$ cat config.mk
export PLATFORM = sky130hd
export DESIGN_NAME = mem_arbiter
export DESIGN_NICKNAME = d
export VERILOG_FILES = /design/src/rtl/mem_arbiter.sv
export SDC_FILE = /design/constraint.sdc
export NUM_CORES = 1
export LEC_CHECK = 0
export ABC_AREA = 1
export BUFFER_PORTS_ARGS = -buffer_cell sky130_fd_sc_hd__buf_2
export CELL_PAD_IN_SITES_DETAIL_PLACEMENT = 0
export CELL_PAD_IN_SITES_GLOBAL_PLACEMENT = 1
export CORE_MARGIN = 5
export CORE_UTILIZATION = 21
export DETAILED_ROUTE_END_ITERATION = 7
export PLACE_DENSITY = 0.81
export SYNTH_ARGS = -nofsm -noshare
export SYNTH_HDL_FRONTEND = slang
export SYNTH_SLANG_ARGS = --single-unit
$ cat constraint.sdc
create_clock -name clk_i -period 3 [get_ports clk_i]
set_input_delay 0.45 -clock clk_i [delete_from_list [all_inputs] [get_ports clk_i]]
set_output_delay 0.45 -clock clk_i [all_outputs]
set_load 0.1 [all_outputs]
$ cat src/rtl/mem_arbiter.sv
// mem_arbiter
//   Arbitrates the single-ported VeriRISC memory between the CPU sequence
//   controller and a DMA/loader port. Requests are granted round-robin with
//   a one-cycle grant per beat; DMA bursts are capped at MAX_BURST beats so
//   the CPU fetch path always gets a turn. Read data returns one cycle after
//   the granted read beat, routed to whichever requester issued it.
//
// Ports
//   clk_i, rst_i                  clock, synchronous active-high reset
//   cpu_req_i/wr_i/addr_i/wdata_i CPU request (held until cpu_gnt_o)
//   cpu_gnt_o                     CPU beat accepted this cycle
//   cpu_rdata_o, cpu_rvalid_o     CPU read return (rdata is 0 when not valid)
//   dma_req_i/wr_i/addr_i/wdata_i DMA request (held until dma_gnt_o)
//   dma_last_i                    current DMA beat is the last of its burst
//   dma_gnt_o                     DMA beat accepted this cycle
//   dma_rdata_o, dma_rvalid_o     DMA read return (rdata is 0 when not valid)
//   mem_rd_o, mem_wr_o            memory strobes (never both high)
//   mem_addr_o, mem_wdata_o       memory address / write data
//   mem_rdata_i                   memory read data, valid the cycle after mem_rd_o
//
// State  | Meaning
// -------+-------------------------------------------------------------
// IDLE   | no grant; pick next requester (round-robin on a tie)
// CPU    | single CPU beat granted, then back to IDLE
// DMA    | DMA beat granted; stays for up to MAX_BURST consecutive beats

module mem_arbiter #(
    parameter int AWIDTH    = 5,
    parameter int DWIDTH    = 8,
    parameter int MAX_BURST = 4
) (
    input  logic              clk_i,
    input  logic              rst_i,

    input  logic              cpu_req_i,
    input  logic              cpu_wr_i,
    input  logic [AWIDTH-1:0] cpu_addr_i,
    input  logic [DWIDTH-1:0] cpu_wdata_i,
    output logic              cpu_gnt_o,
    output logic [DWIDTH-1:0] cpu_rdata_o,
    output logic              cpu_rvalid_o,

    input  logic              dma_req_i,
    input  logic              dma_wr_i,
    input  logic [AWIDTH-1:0] dma_addr_i,
    input  logic [DWIDTH-1:0] dma_wdata_i,
    input  logic              dma_last_i,
    output logic              dma_gnt_o,
    output logic [DWIDTH-1:0] dma_rdata_o,
    output logic              dma_rvalid_o,

    output logic              mem_rd_o,
    output logic              mem_wr_o,
    output logic [AWIDTH-1:0] mem_addr_o,
    output logic [DWIDTH-1:0] mem_wdata_o,
    input  logic [DWIDTH-1:0] mem_rdata_i
);

    typedef enum logic [1:0] {
        S_IDLE = 2'd0,
        S_CPU  = 2'd1,
        S_DMA  = 2'd2
    } state_t;

    // Keep the beat counter at least one bit wide so MAX_BURST=1 still elaborates.
    localparam int              BW        = (MAX_BURST > 1) ? $clog2(MAX_BURST) : 1;
    localparam logic [BW-1:0]   LAST_BEAT = BW'(MAX_BURST - 1);

    state_t        state_q, state_d;
    logic          last_dma_q, last_dma_d;
    logic [BW-1:0] beat_cnt_q, beat_cnt_d;
    logic [1:0]    rd_owner_q, rd_owner_d;   // [0] CPU read pending, [1] DMA read pending

    always_ff @(posedge clk_i) begin
        if (rst_i) begin
            state_q    <= S_IDLE;
            last_dma_q <= 1'b1;              // CPU wins the first tie after reset
            beat_cnt_q <= '0;
            rd_owner_q <= 2'b00;
        end else begin
            state_q    <= state_d;
            last_dma_q <= last_dma_d;
            beat_cnt_q <= beat_cnt_d;
            rd_owner_q <= rd_owner_d;
        end
    end

    always_comb begin
        state_d     = state_q;
        last_dma_d  = last_dma_q;
        beat_cnt_d  = beat_cnt_q;
        rd_owner_d  = 2'b00;
        cpu_gnt_o   = 1'b0;
        dma_gnt_o   = 1'b0;
        mem_rd_o    = 1'b0;
        mem_wr_o    = 1'b0;
        mem_addr_o  = '0;
        mem_wdata_o = '0;

        case (state_q)
            S_IDLE: begin
                beat_cnt_d = '0;
                if (cpu_req_i && dma_req_i) begin
                    state_d = last_dma_q ? S_CPU : S_DMA;
                end else if (cpu_req_i) begin
                    state_d = S_CPU;
                end else if (dma_req_i) begin
                    state_d = S_DMA;
                end
            end

            S_CPU: begin
                state_d = S_IDLE;
                // A request withdrawn after selection is simply not granted.
                if (cpu_req_i) begin
                    cpu_gnt_o     = 1'b1;
                    mem_rd_o      = !cpu_wr_i;
                    mem_wr_o      = cpu_wr_i;
                    mem_addr_o    = cpu_addr_i;
                    mem_wdata_o   = cpu_wdata_i;
                    last_dma_d    = 1'b0;
                    rd_owner_d[0] = !cpu_wr_i;
                end
            end

            S_DMA: begin
                if (dma_req_i) begin
                    dma_gnt_o     = 1'b1;
                    mem_rd_o      = !dma_wr_i;
                    mem_wr_o      = dma_wr_i;
                    mem_addr_o    = dma_addr_i;
                    mem_wdata_o   = dma_wdata_i;
                    last_dma_d    = 1'b1;
                    rd_owner_d[1] = !dma_wr_i;
                    if (!dma_last_i && (beat_cnt_q != LAST_BEAT)) begin
                        state_d    = S_DMA;
                        beat_cnt_d = beat_cnt_q + 1'b1;
                    end else begin
                        state_d    = S_IDLE;
                        beat_cnt_d = '0;
                    end
                end else begin
                    // DMA withdrew its request mid-burst: no beat, burst ends.
                    state_d    = S_IDLE;
                    beat_cnt_d = '0;
                end
            end

            default: begin
                state_d    = S_IDLE;
                beat_cnt_d = '0;
            end
        endcase
    end

    assign cpu_rvalid_o = rd_owner_q[0];
    assign dma_rvalid_o = rd_owner_q[1];
    assign cpu_rdata_o  = rd_owner_q[0] ? mem_rdata_i : '0;
    assign dma_rdata_o  = rd_owner_q[1] ? mem_rdata_i : '0;

endmodule

* Yosys cells after proc, flatten, opt, wreduce, memory -nomap -nowiden
Cells that the tools add are included.
Word-level totals: bits in registers 7
Cells by class: $add $sub $neg 1, reductions and logical operators 10, bitwise gates (word level) 2, eq/ne operators 6, mux-type cells 31
Operators by type and width (number):
- $mux W8 | 4
- $mux W2 | 8
- $pmux W8 S2 | 1
- $mux W1 | 10
- $mux W5 | 2
- $pmux W5 S2 | 1
- $pmux W2 S2 | 2
- $ne A2 B2 Y1 const B | 3
- $pmux W1 S2 | 3
- $ne A4 B4 Y1 const B | 1
- $reduce_or A2 Y1 | 2
- $logic_not A1 Y1 | 3
- $reduce_and A3 Y1 | 1
- $add A2 B1 Y2 const B | 1
- $eq A2 B1 Y1 const B | 1
- $eq A2 B2 Y1 const B | 1
- $logic_and A1 B1 Y1 | 2
- $logic_not A2 Y1 | 1
- $not A1 Y1 | 2
- $reduce_bool A2 Y1 | 1

* Longest topological paths before layout
Gate-level depths: netlist of run 1.
word-level depth 5, gate-level depth with buffers 7

* Worst setup path after synthesis of run 1
No wires, ideal clock.
path type register to output, start point register state_q[1], end point output port mem_addr_o[4], cell stages (with the launch flop) 8, setup slack -0.030 ns, buffers on the path 1, data arrival time 2.580 ns, required time 2.550 ns, cells stage by stage dfxtp_1 inv_1 ha_1 nand2_2 clkinv_2 buf_6 nand2_1 a21oi_1
Between the ends: longest elaborated chain between the ends 2, elaborated cells on any way between the ends 3, those cells by class eq/ne: 2; mux: 1
Ends and longest elaborated chain:
- from (decl) | line 69 | state_t state_q, state_d;
- from (signal assigned) | line 81 | state_q <= state_d;
- $eq A2 B2 Y1 / $eq A2 B1 Y1 (equally long branches) | line 100 | case (state_q)
- $pmux W5 S2 (*) | line 100
- to (decl) | line 54 | output logic [AWIDTH-1:0] mem_addr_o,
Every way passes the cells marked *; elsewhere a longest branch is shown, timed or not.

* Worst setup path after layout of run 1
start point register state_q[0], end point output port mem_addr_o[1]
The elaborated chain is that of the path after synthesis.

==> results of run 1 <==
[logic make-up (layout without fill, tap and decap cells)]
logic type	after synthesis	in the layout	share of synthesized area
and+or+nand+nor	67	67	0.3788
buffers and inverters	31	105	0.1921
AOI/OAI and AO/OA	21	21	0.1562
DFF	7	7	0.2011
adders and majority gates	4	4	0.07182
[critical path: cells and delay by family, from the launching register on]
family	cells	cell delay, ns
flip-flops	1	0.35
buffers and inverters	3	0.77
AO/OA/AOI/OAI	1	0.21
adder cells (fa/ha/maj)	1	0.28
[synth_stat cells]
master | instances | area share
o21ai_0 | 3 | 0.022
nand2_2 | 1 | 0.0090
nand2_1 | 51 | 0.27
inv_2 | 1 | 0.0054
nand3_1 | 6 | 0.043
nor3_1 | 2 | 0.014
inv_1 | 24 | 0.13
dfxtp_1 | 7 | 0.20
a21oi_1 | 17 | 0.12
clkbuf_1 | 2 | 0.011
ha_1 | 4 | 0.072
buf_6 | 2 | 0.032
buf_2 | 1 | 0.0072
a21oi_2 | 1 | 0.013
nor2_1 | 7 | 0.038
clkinv_2 | 1 | 0.0072
[power groups by stage]
stage,clock network (mW),logic [mW],registers [mW]
2_1_floorplan,0,0.114,0.104
6_report,0.0874,0.157,0.100
3_5_place_dp,0,0.159,0.102
5_1_grt,0.101,0.172,0.101
4_1_cts,0.0924,0.160,0.100
3_3_place_gp,0,0.160,0.102
[sequential cells by signal, indices dropped and copies added (netlist names)]
signal,cells
beat_cnt_q,2
rd_owner_q,2
state_q,2
last_dma_q,1
[worst min-delay path by stage]
stage	from	to	slack, ns	cells past startpoint
2_1_floorplan	beat_cnt_q[1]$_SDFFE_PP0N_	beat_cnt_q[1]$_SDFFE_PP0N_	0.43	2
3_3_place_gp	beat_cnt_q[1]$_SDFFE_PP0N_	beat_cnt_q[1]$_SDFFE_PP0N_	0.47	2
3_5_place_dp	beat_cnt_q[1]$_SDFFE_PP0N_	beat_cnt_q[1]$_SDFFE_PP0N_	0.46	2
4_1_cts	dma_wr_i	rd_owner_q[1]$_SDFF_PP0_	0.40	2
5_1_grt	dma_wr_i	rd_owner_q[1]$_SDFF_PP0_	0.41	2
6_report	cpu_wr_i	rd_owner_q[0]$_SDFF_PP0_	0.41	2
[stage by stage]
stage / cell area, sq um / util
floorplan: 726.9 / -
global placement: 1125 / 0.3425
detailed placement: 1125 / 0.3425
CTS: 1151 / 0.3505
global route: 1151 / 0.3505
finish: 1151 / 0.3505
[layout make-up]
| class | count | area (sq um) |
|---|---|---|
| clock buffers | 4 | 26.28 |
| fillers | 372 | 2133 |
| inverters | 26 | 98.84 |
| multi-input cells | 92 | 452.9 |
| flip-flops and latches | 7 | 140.1 |
| well taps | 46 | 57.56 |
| repair buffers | 75 | 375.4 |
[routing by layer]
metal | share of wire | vias to the layer above | track usage
met5 | 0 | - | 0
met4 | 0.0056 | 0 | 0.02278
met3 | 0.12 | 2 | 0.03661
met2 | 0.42 | 46 | 0.1652
met1 | 0.45 | 395 | 0.1407
li1 | - | 537 | -
==> summary.md, run 1 <==
| Metric | Value |
|---|---|
| Power per cell area | about 300 nW/um^2 |
| FP Rows | 21 |
| Initial DRC Count | 44 |
| First-pass iteration count of the detailed router | 4 |
| Die width | 67.61 microns |
| TritonCTS Buffers | 3 |
| Initial antenna violation count | 0 |
| IR drop worst, VDD | approximately 0.16 mV |
| First-pass GRT wire length | 3753 microns |
| CTS tree | built |
| Syn_nets | 175 |
| GRT overflow | 0 |
| Final GP Congestion | between 0.7 and 0.8 |
| Sw Share | 0.4608 |
| Static leakage | around 0.74 nW |
| Hold_buf cts | 0 |
| Number of top-level pins | 76 |
| Tot Pwr | between 0.3 and 0.4 mW |
| Initial core utilization | 0.2122 |
| Routed vias/inst | between 3 and 4 |
| MaxCap Viol Count | 0 |
| Seq cells post-synth | 7 |
| Cell chain of the critical path | inv_1, ha_1, inv_1, a21oi_1, buf_2 |
| Post-layout minimum cycle time | 2.312 ns |
| Skew final | approximately 0.0055 ns |
| HPWL Detailed | ~2000 microns |
| Setup slack after layout | 0.6877 ns |
| Vias in the first global route | 866 |
| Reg2reg start | state_q[0]$_SDFFE_PP0P_ |
| Worst r2r dst | beat_cnt_q[1]$_SDFFE_PP0N_ |
| Tcrit/Tclk final | 0.7708 |
| Cells after synthesis | 130 |
| Final setup fails | 0 |
| Critical Path Start | state_q[0]$_SDFFE_PP0P_ |
| Clock Path Buffers | 2 |
| Via Count | 980 |
| Final net count | 250 |
| Clock power share | 0.254 |
| Root Buffer | clkbuf_4 |
| Cell area after synthesis | 696.9 sq um |
| Detailed-route wire length per cell | 9.360 microns |
| Dpl ws | 0.9322 ns |
| Seq/Total Area, Yosys | 0.2011 |
| Reg2Reg Depth | 6 |
| Ant diodes | 0 |
| Total Routed Length | 2340 microns |
| Critical Path Start Type | register |
| Actual slew at the worst max-slew pin | 0.6013 ns |
| Inst Count DP | 246 |
| DR DRC count | 0 |
| Largest net degree at the start of global routing | 20 |
| CTS sink cnt | 7 |
| Crit. End Element | output port |
| P_int | 0.1858 mW |
| Seq pwr share | 0.290 |
| Core ar. | 3284 sq um |
| Final cell count without fillers | 250 |
| Setup bufs post-CTS | 0 |
| Req. time, crit path | 2.55 ns |
| Class of the worst hold path | in2reg |
| Netlist cell types | 16 |
| R2R setup slack | 1.78 ns |
| Buffers on Ports | 75 |
| Clk slew on worst S/H paths | 0.05 ns |
| RSZ-0062 raised after global routing | no |
| Slew Limit Fails | 0 |
| Post-route ant nets | 0 |
| Avg Synthesized Cell Area | 5.361 sq um |
| CP max stage cell | buf_2 |
| CP Class | reg2out |
| Combinational group share of total power | 0.456 |
| Cell mode on critical path | inv_1 |
| Achievable frequency | approximately 0.43 GHz |
| Crit path DAT | 1.86 ns |
| Die area | between 4000 and 5000 sq um |
| Most common cell after layout, fill and taps aside | buf_2 |
| Hold WS | 0.4075 ns |
| Worst-skew pair later-pin latency | around 0.26 ns |
| Layout cells sized above 1 | 0.4412 |
| Slowest cell delay on critical path | between 0.4 and 0.5 ns |
| H-tree depth | 1 |
| Max FO, Critical Path | 15 |
| Switching power | around 0.16 mW |
| Yosys warnings | 0 |
| Crit path to | mem_addr_o[1] |
| Setup TNS | 0 ns |
| P&R area growth vs syn | 65.17% |
| Resized Gates After CTS | 0 |
| Most frequent cells in the layout | 75 x buf_2, 51 x nand2_1, 24 x inv_1 |
| Worst slew margin | 0.5987 |
| Run status | finished clean |
| Hold Violations, Final | 0 |
| Die height | approximately 68 microns |
| Total GRT Usage | 0.1063 |
No activity file was read; power rests on OpenSTA's default activity.
==> run 2, diff against run 1 <==
--- a/config.mk
+++ b/config.mk
@@ -10,9 +10,9 @@
 export CELL_PAD_IN_SITES_DETAIL_PLACEMENT = 0
 export CELL_PAD_IN_SITES_GLOBAL_PLACEMENT = 1
 export CORE_MARGIN = 5
-export CORE_UTILIZATION = 21
+export CORE_UTILIZATION = 17
 export DETAILED_ROUTE_END_ITERATION = 7
-export PLACE_DENSITY = 0.81
+export PLACE_DENSITY = 0.69
 export SYNTH_ARGS = -nofsm -noshare
 export SYNTH_HDL_FRONTEND = slang
 export SYNTH_SLANG_ARGS = --single-unit
==> constraint.sdc (replaced) <==
create_clock -name clk_i -period 2.1 [get_ports clk_i]
set_input_delay 0.315 -clock clk_i [delete_from_list [all_inputs] [get_ports clk_i]]
set_output_delay 0.315 -clock clk_i [all_outputs]
set_load 0.1 [all_outputs]
==> run 2 against run 1 <==
Compared with the run above:
- register-to-register slack worse by 0.88 ns
- clock power increased by 110%
- die area grew 20%
- first-iteration DRC count is 39% lower
- sequential share of layout area shrank 2.6 points
- via count rose by 3.4%
- count of clock-buffer cells in the layout unchanged
- clock skew decreased by 0.0036 ns
- critical path depth up 1
- combinational power increased by 80%
- critical endpoint is now mem_addr_o[2]
- highest routed layer unchanged
==> summary.md, run 2 (synthesized netlist as in run 1, its figures left out) <==
| Metric | Value |
|---|---|
| Setup slack after layout | 0.1199 ns (-0.5678 ns) |
| Final GP Congestion | 0.7174 (-2.1%) |
| H-tree depth | 1 (unchanged) |
| Initial core utilization | 0.1742 (-0.03796) |
| Largest net degree at the start of global routing | 20 (unchanged) |
| Vias in the first global route | 913 (+5.4%) |
| MaxCap Viol Count | 0 (unchanged) |
| GRT overflow | 0 (unchanged) |
| Most frequent cells in the layout | 61 x buf_2, 51 x nand2_1, 24 x inv_1 |
| FP Rows | 23 (+9.5%) |
| Initial DRC Count | 27 (-39%) |
| Run status | finished clean |
| Worst slew margin | 0.6741 (+0.07544) |
| First-pass GRT wire length | 3988 microns (+6.3%) |
| Total GRT Usage | 0.09098 (-0.01536) |
| Cell area after placement | 1433 sq um (+27%) |
| Layout cells sized above 1 | 0.4757 (+0.03455) |
| Post-layout minimum cycle time | 1.980 ns |
| Top Registers | beat_cnt_q x2, rd_owner_q x2, state_q x2 |
| Class of the worst hold path | in2reg |
| Clk slew on worst S/H paths | 0.04 ns (about the same) |
| Achievable frequency | 0.5050 GHz |
| Final setup fails | 0 (unchanged) |
| Number of top-level pins | 76 (unchanged) |
| IR drop worst, VDD | 0.4691 mV (+200%) |
| Final core utilization | 0.3707 (+0.02018) |
| Final net count | 252 (+0.80%) |
| Detailed-route wire length per cell | 10.01 microns (+7.0%) |
| Design area | 1483 sq um (+29%) |
| Inst Count DP | 252 (+2.4%) |
| CP Class | reg2out |
| Die area | 5480 sq um (+20%) |
| Hold Violations, Final | 0 (unchanged) |
| Slew Limit Fails | 0 (unchanged) |
| Root Buffer | clkbuf_8 |
| Buffers on Ports | 75 (unchanged) |
| Routed vias/inst | 3.957 (+0.94%) |
| RSZ-0062 raised after global routing | no |
| Skew final | 0.001926 ns (-0.003595 ns) |
| Die width | 74.03 microns (+9.5%) |
| Crit. End Element | output port |
| Core ar. | 4000 sq um (+22%) |
| Crit path DAT | 1.67 ns (-0.19 ns) |
| Final cell count without fillers | 256 (+2.4%) |
| Clock Path Buffers | 2 (unchanged) |
| Ant diodes | 0 (unchanged) |
| HPWL Detailed | 2172 microns (+11%) |
| Power per cell area | 412.7 nW/um^2 (+38%) |
| Setup bufs post-CTS | 0 (unchanged) |
| Via Count | 1013 (+3.4%) |
| Critical Path Start Type | register |
| Post-route ant nets | 0 (unchanged) |
| DR DRC count | 0 (unchanged) |
| Die height | 74.03 microns (+9.5%) |
| CTS sink cnt | 7 (unchanged) |
| Max FO, Critical Path | 6 (-9) |
| Tcrit/Tclk final | 0.9429 |
| Dpl ws | 0.3044 ns (-0.6278 ns) |
| Static leakage | 0.7919 nW (+7.6%) |
| Worst-skew pair later-pin latency | 0.22 ns (-0.04 ns) |
| Req. time, crit path | 1.78 ns (-0.77 ns) |
| Total Routed Length | 2563 microns (+9.5%) |
| Actual slew at the worst max-slew pin | 0.4922 ns (-0.1091 ns) |
| Most common cell after layout, fill and taps aside | buf_2 |
| Initial antenna violation count | 0 (unchanged) |
| TritonCTS Buffers | 3 (unchanged) |
| First-pass iteration count of the detailed router | 4 (unchanged) |
| P&R area growth vs syn | 112.7% |
| CTS tree | built |
[run 2: changes by cell type in the layout (fill, tap and decap cells not counted), moves of 3 or more]
cell,delta
a21oi_2,-6
a21oi_4,+8
buf_12,+14
buf_2,-14
clkbuf_4,-3
clkbuf_8,+3
[run 2: final timing paths]
| path | to | cells after the start | from | slack [ns] |
|---|---|---|---|---|
| hold reg to reg | beat_cnt_q[1]$_SDFFE_PP0N_ | 2 | beat_cnt_q[1]$_SDFFE_PP0N_ | 0.46 |
| hold / removal | rd_owner_q[1]$_SDFF_PP0_ | 2 | dma_wr_i | 0.28 |
| setup reg to reg | last_dma_q$_SDFFE_PP1P_ | 6 | state_q[0]$_SDFFE_PP0P_ | 0.90 |
| setup / recovery | mem_addr_o[2] | 6 | state_q[0]$_SDFFE_PP0P_ | 0.12 |
[run 2: power breakdown]
group	leakage [nW]	switching [mW]	internal, mW	total (mW)
Clock	0.0228	0.0548	0.131	0.186
Combinational	0.711	0.194	0.0882	0.282
Sequential	0.0580	0.00478	0.139	0.144
Total	0.792	0.253	0.359	0.612
[run 2: routing by layer]
metal	wire [microns]	up-vias	global-route usage
li1	-	542	-
met1	1095	422	0.1093
met2	1096	47	0.1506
met3	361	2	0.04054
met4	10	0	0.01811
met5	0	-	0
[run 2: through the flow]
step | hold WS, ns | setup TNS [ns] | total power [mW]
2_1_floorplan | 0.3841 | -1.735 | 0.3300
3_3_place_gp | 0.4633 | 0 | 0.4304
3_5_place_dp | 0.4598 | 0 | 0.4310
4_1_cts | 0.2826 | 0 | 0.6199
5_1_grt | 0.2877 | 0 | 0.6496
6_report | 0.2834 | 0 | 0.6120
[run 2: layout make-up]
cell class | instances | area (sq um)
clock buffer | 4 | 45.04
timing repair buffer | 77 | 600.6
fill | 445 | 2517
sequential | 7 | 142.6
tap | 50 | 62.56
multi-input combinational | 92 | 530.5
inverter | 26 | 101.3
[run 2: what timing repair did]
item / in CTS / in global routing
setup endpoints to repair: 0 / 13
hold buffers: 0 / 0
resized for setup: 0 / 3
[run 2: worst max-delay path: stages (launching register included)]
cell and delay (ns):
dfxtp_1 0.35, inv_1 0.07, ha_1 0.27, inv_1 0.10, buf_4 0.20, a21oi_1 0.22, buf_12 0.21
==> run 3, diff against run 2 <==
==> config.mk (replaced) <==
export PLATFORM = sky130hd
export DESIGN_NAME = mem_arbiter
export DESIGN_NICKNAME = d
export VERILOG_FILES = /design/src/rtl/mem_arbiter.sv
export SDC_FILE = /design/constraint.sdc
export NUM_CORES = 1
export LEC_CHECK = 0
export BUFFER_PORTS_ARGS = -buffer_cell sky130_fd_sc_hd__buf_2
export CELL_PAD_IN_SITES_DETAIL_PLACEMENT = 0
export CELL_PAD_IN_SITES_GLOBAL_PLACEMENT = 1
export CORE_MARGIN = 5
export CORE_UTILIZATION = 21
export DETAILED_ROUTE_END_ITERATION = 7
export PLACE_DENSITY = 0.72
export SYNTH_ARGS = -nofsm -noshare
export SYNTH_HDL_FRONTEND = slang
export SYNTH_SLANG_ARGS = --single-unit
==> run 3 against run 2 <==
Compared with the run above:
- combinational power increased by 22%
- first-iteration DRC count decreased by 26%
- final cell count decreased by 18%
- final area increased by 2.2%
- area after synthesis increased by 11%
- global-route usage increased by 1.6 points
- count of clock-buffer cells in the layout unchanged
- worst hold slack improved by 0.017 ns
- utilization increased by 5.0 points
- clock power about the same
- die area decreased by 9.1%
- worst setup slack improved by 0.031 ns
- critical path type unchanged
==> summary.md, run 3 <==
| Metric | Value |
|---|---|
| Reg2reg start | state_q[0]$_SDFFE_PP0P_ |
| Reg2Reg Depth | 4 (-2) |
| Vias in the first global route | 993 (+8.8%) |
| CP max stage cell | dfxtp_1 |
| IR drop worst, VDD | 0.2430 mV (-48%) |
| Initial core utilization | 0.2137 (+0.03951) |
| Synth cell count leaders | 17 x and2_1, 9 x a22oi_2, 9 x nor2b_2 |
| Fillers | 343 (-23%) |
| Synth top area cells | dfxtp_1 18%, a22oi_2 15%, and2_1 14% |
| Most frequent cells in the layout | 60 x buf_2, 16 x and2_2, 15 x buf_12 |
| Largest net degree at the start of global routing | 17 (-15%) |
| R2R setup slack | 0.89 ns (about the same) |
| Tcrit/Tclk final | 0.9283 (-0.01463) |
| Setup TNS | 0 ns (unchanged) |
| Worst-skew pair later-pin latency | 0.22 ns (about the same) |
| CP Class | reg2out |
| DR DRC count | 0 (unchanged) |
| Dpl ws | 0.3579 ns (+0.05352 ns) |
| Clk slew on worst S/H paths | 0.04 ns (about the same) |
| First-pass GRT wire length | 4395 microns (+10%) |
| Number of synthesized flops with an enable pin | 0 (unchanged) |
| Most common cell after layout, fill and taps aside | buf_2 |
| Via Count | 925 (-8.7%) |
| Post-route ant nets | 0 (unchanged) |
| Req. time, crit path | 1.78 ns (about the same) |
| WP buf/inv | 3 (-1) |
| Syn_nets | 132 (-25%) |
| Slew Limit Fails | 0 (unchanged) |
| Register area | 140.1 sq um (-1.8%) |
| Crit path DAT | 1.63 ns (-0.04 ns) |
| Core ar. | 3606 sq um (-9.9%) |
| Power per cell area | 447.5 nW/um^2 (+8.4%) |
| Crit path to | mem_wdata_o[3] |
| Yosys warnings | 0 (unchanged) |
| Final core utilization | 0.4202 (+0.04953) |
| Hold WS | 0.3007 ns (+0.01737 ns) |
| Cell chain of the critical path | inv_1, ha_1, nand2_2, clkinv_4, a22oi_1, nor2b_2, buf_12 |
| Buffers on Ports | 75 (unchanged) |
| Worst path depth | 7 (+1) |
| Post-layout minimum cycle time | 1.949 ns (-0.03071 ns) |
| Hold Violations, Final | 0 (unchanged) |
| Critical Path Start Type | register |
| Routed vias/inst | 4.384 (+11%) |
| Worst r2r dst | state_q[1]$_SDFFE_PP0P_ |
| Total Routed Length | 2676 microns (+4.4%) |
| FP Rows | 22 (-4.3%) |
| Initial antenna violation count | 0 (unchanged) |
| H-tree depth | 1 (unchanged) |
| Max FO, Critical Path | 15 (+9) |
| Total GRT Usage | 0.1071 (+0.01616) |
| Ys flop type | dfxtp_1 |
| Detailed-route wire length per cell | 12.68 microns (+27%) |
| P&R area growth vs syn | 96.59% |
| MaxCap Viol Count | 0 (unchanged) |
| Hold_buf cts | 0 (unchanged) |
| Worst slew margin | 0.6741 (about the same) |
| Design area | 1515 sq um (+2.2%) |
| Slowest cell delay on critical path | 0.35 ns (about the same) |
| Cell family with most CP delay | buffers and inverters |
| Seq/Total Area, Yosys | 0.1818 (-0.01926) |
| Async set-reset flop share out of synthesis | 0 (unchanged) |
| Layout cells sized above 1 | 0.7485 (+0.2727) |
| Netlist cell types | 29 (+13) |
| Die width | 70.58 microns (-4.7%) |
| Run status | finished clean |
| RSZ-0062 raised after global routing | no |
| Final net count | 209 (-17%) |
| Initial DRC Count | 20 (-26%) |
| Synth area leader | dfxtp_1 |
| Clock Path Buffers | 2 (unchanged) |
| Achievable frequency | 0.5130 GHz (+1.6%) |
| Crit. End Element | output port |
| CTS tree | built |
| Resized Gates After CTS | 0 (unchanged) |
| Final setup fails | 0 (unchanged) |
| CTS sink cnt | 7 (unchanged) |
| Cell area after placement | 1470 sq um (+2.6%) |
| Top Registers | beat_cnt_q x2, rd_owner_q x2, state_q x2 |
| Skew final | 0.0004546 ns (-0.001471 ns) |
| Static leakage | 0.6845 nW (-14%) |
| Actual slew at the worst max-slew pin | 0.4922 ns (-0.00002289 ns) |
| Most numerous cell in the Yosys netlist | and2_1 |
| Number of top-level pins | 76 (unchanged) |
| Cells after synthesis | 87 (-33%) |
| Root Buffer | clkbuf_8 |
| Cell area after synthesis | 770.7 sq um (+11%) |
| Avg Synthesized Cell Area | 8.859 sq um (+65%) |
| Seq cells post-synth | 7 (unchanged) |
| Multi-input logic area | 646.9 sq um (+22%) |
| Die height | 70.58 microns (-4.7%) |
| Post-synth top area share | 0.1818 (-0.09287) |
| TritonCTS Buffers | 3 (unchanged) |
| GRT overflow | 0 (unchanged) |
| Setup slack after layout | 0.1506 ns (+0.03071 ns) |
| Ant diodes | 0 (unchanged) |
| Setup bufs post-CTS | 0 (unchanged) |
| Final GP Congestion | 0.9076 (+27%) |
| Class of the worst hold path | in2reg |
| First-pass iteration count of the detailed router | 4 (unchanged) |
| Die area | 4982 sq um (-9.1%) |
| Critical Path Start | state_q[1]$_SDFFE_PP0P_ |
-- run 3: power breakdown --
part | total [mW] | switching (mW) | internal [mW]
Combinational | 0.345 | 0.206 | 0.139
Clock | 0.186 | 0.0554 | 0.131
Sequential | 0.146 | 0.00607 | 0.140
-- run 3: final cells by class --
cell class / instances / area share
tap: 48 / 0.03964
inverter: 4 / 0.01486
clock buffer: 4 / 0.02973
sequential: 7 / 0.09249
timing repair buffer: 75 / 0.3964
multi-input combinational: 73 / 0.4269
-- run 3: worst min-delay path by stage --
stage,startpoint,endpoint,slack (ns),depth (start not counted)
detailed placement,beat_cnt_q[1]$_SDFFE_PP0N_,beat_cnt_q[1]$_SDFFE_PP0N_,0.47,2
global route,cpu_wr_i,rd_owner_q[0]$_SDFF_PP0_,0.32,2
floorplan,rst_i,beat_cnt_q[0]$_SDFFE_PP0N_,0.38,1
finish,dma_wr_i,rd_owner_q[1]$_SDFF_PP0_,0.30,2
global placement,beat_cnt_q[1]$_SDFFE_PP0N_,beat_cnt_q[1]$_SDFFE_PP0N_,0.46,2
CTS,dma_wr_i,rd_owner_q[1]$_SDFF_PP0_,0.30,2
-- run 3: cells by family after synthesis --
| family | after synthesis | share of synthesized area |
|---|---|---|
| multiplexers | 1 | 0.01299 |
| flip-flops | 7 | 0.1818 |
| adder cells (fa/ha/maj) | 4 | 0.06494 |
| buffers and inverters | 7 | 0.07955 |
| AND/OR/NAND/NOR | 47 | 0.4026 |
| AO/OA/AOI/OAI | 21 | 0.2581 |
-- run 3: metal layers --
metal | vias to the layer above | share of wire | wire length [microns] | GRT usage
met5 | - | 0 | 0 | 0
li1 | 457 | - | - | -
met4 | 0 | 0.0078 | 21 | 0.01879
met3 | 2 | 0.11 | 292 | 0.05114
met1 | 422 | 0.32 | 855 | 0.09386
met2 | 44 | 0.56 | 1507 | 0.2193
-- run 3: through the flow --
stage / power, mW / std cells
after floorplan: 0.3898 / 87
after global placement: 0.4920 / 207
after detailed placement: 0.4972 / 207
after CTS: 0.6903 / 211
after global routing: 0.7122 / 211
final: 0.6781 / 211
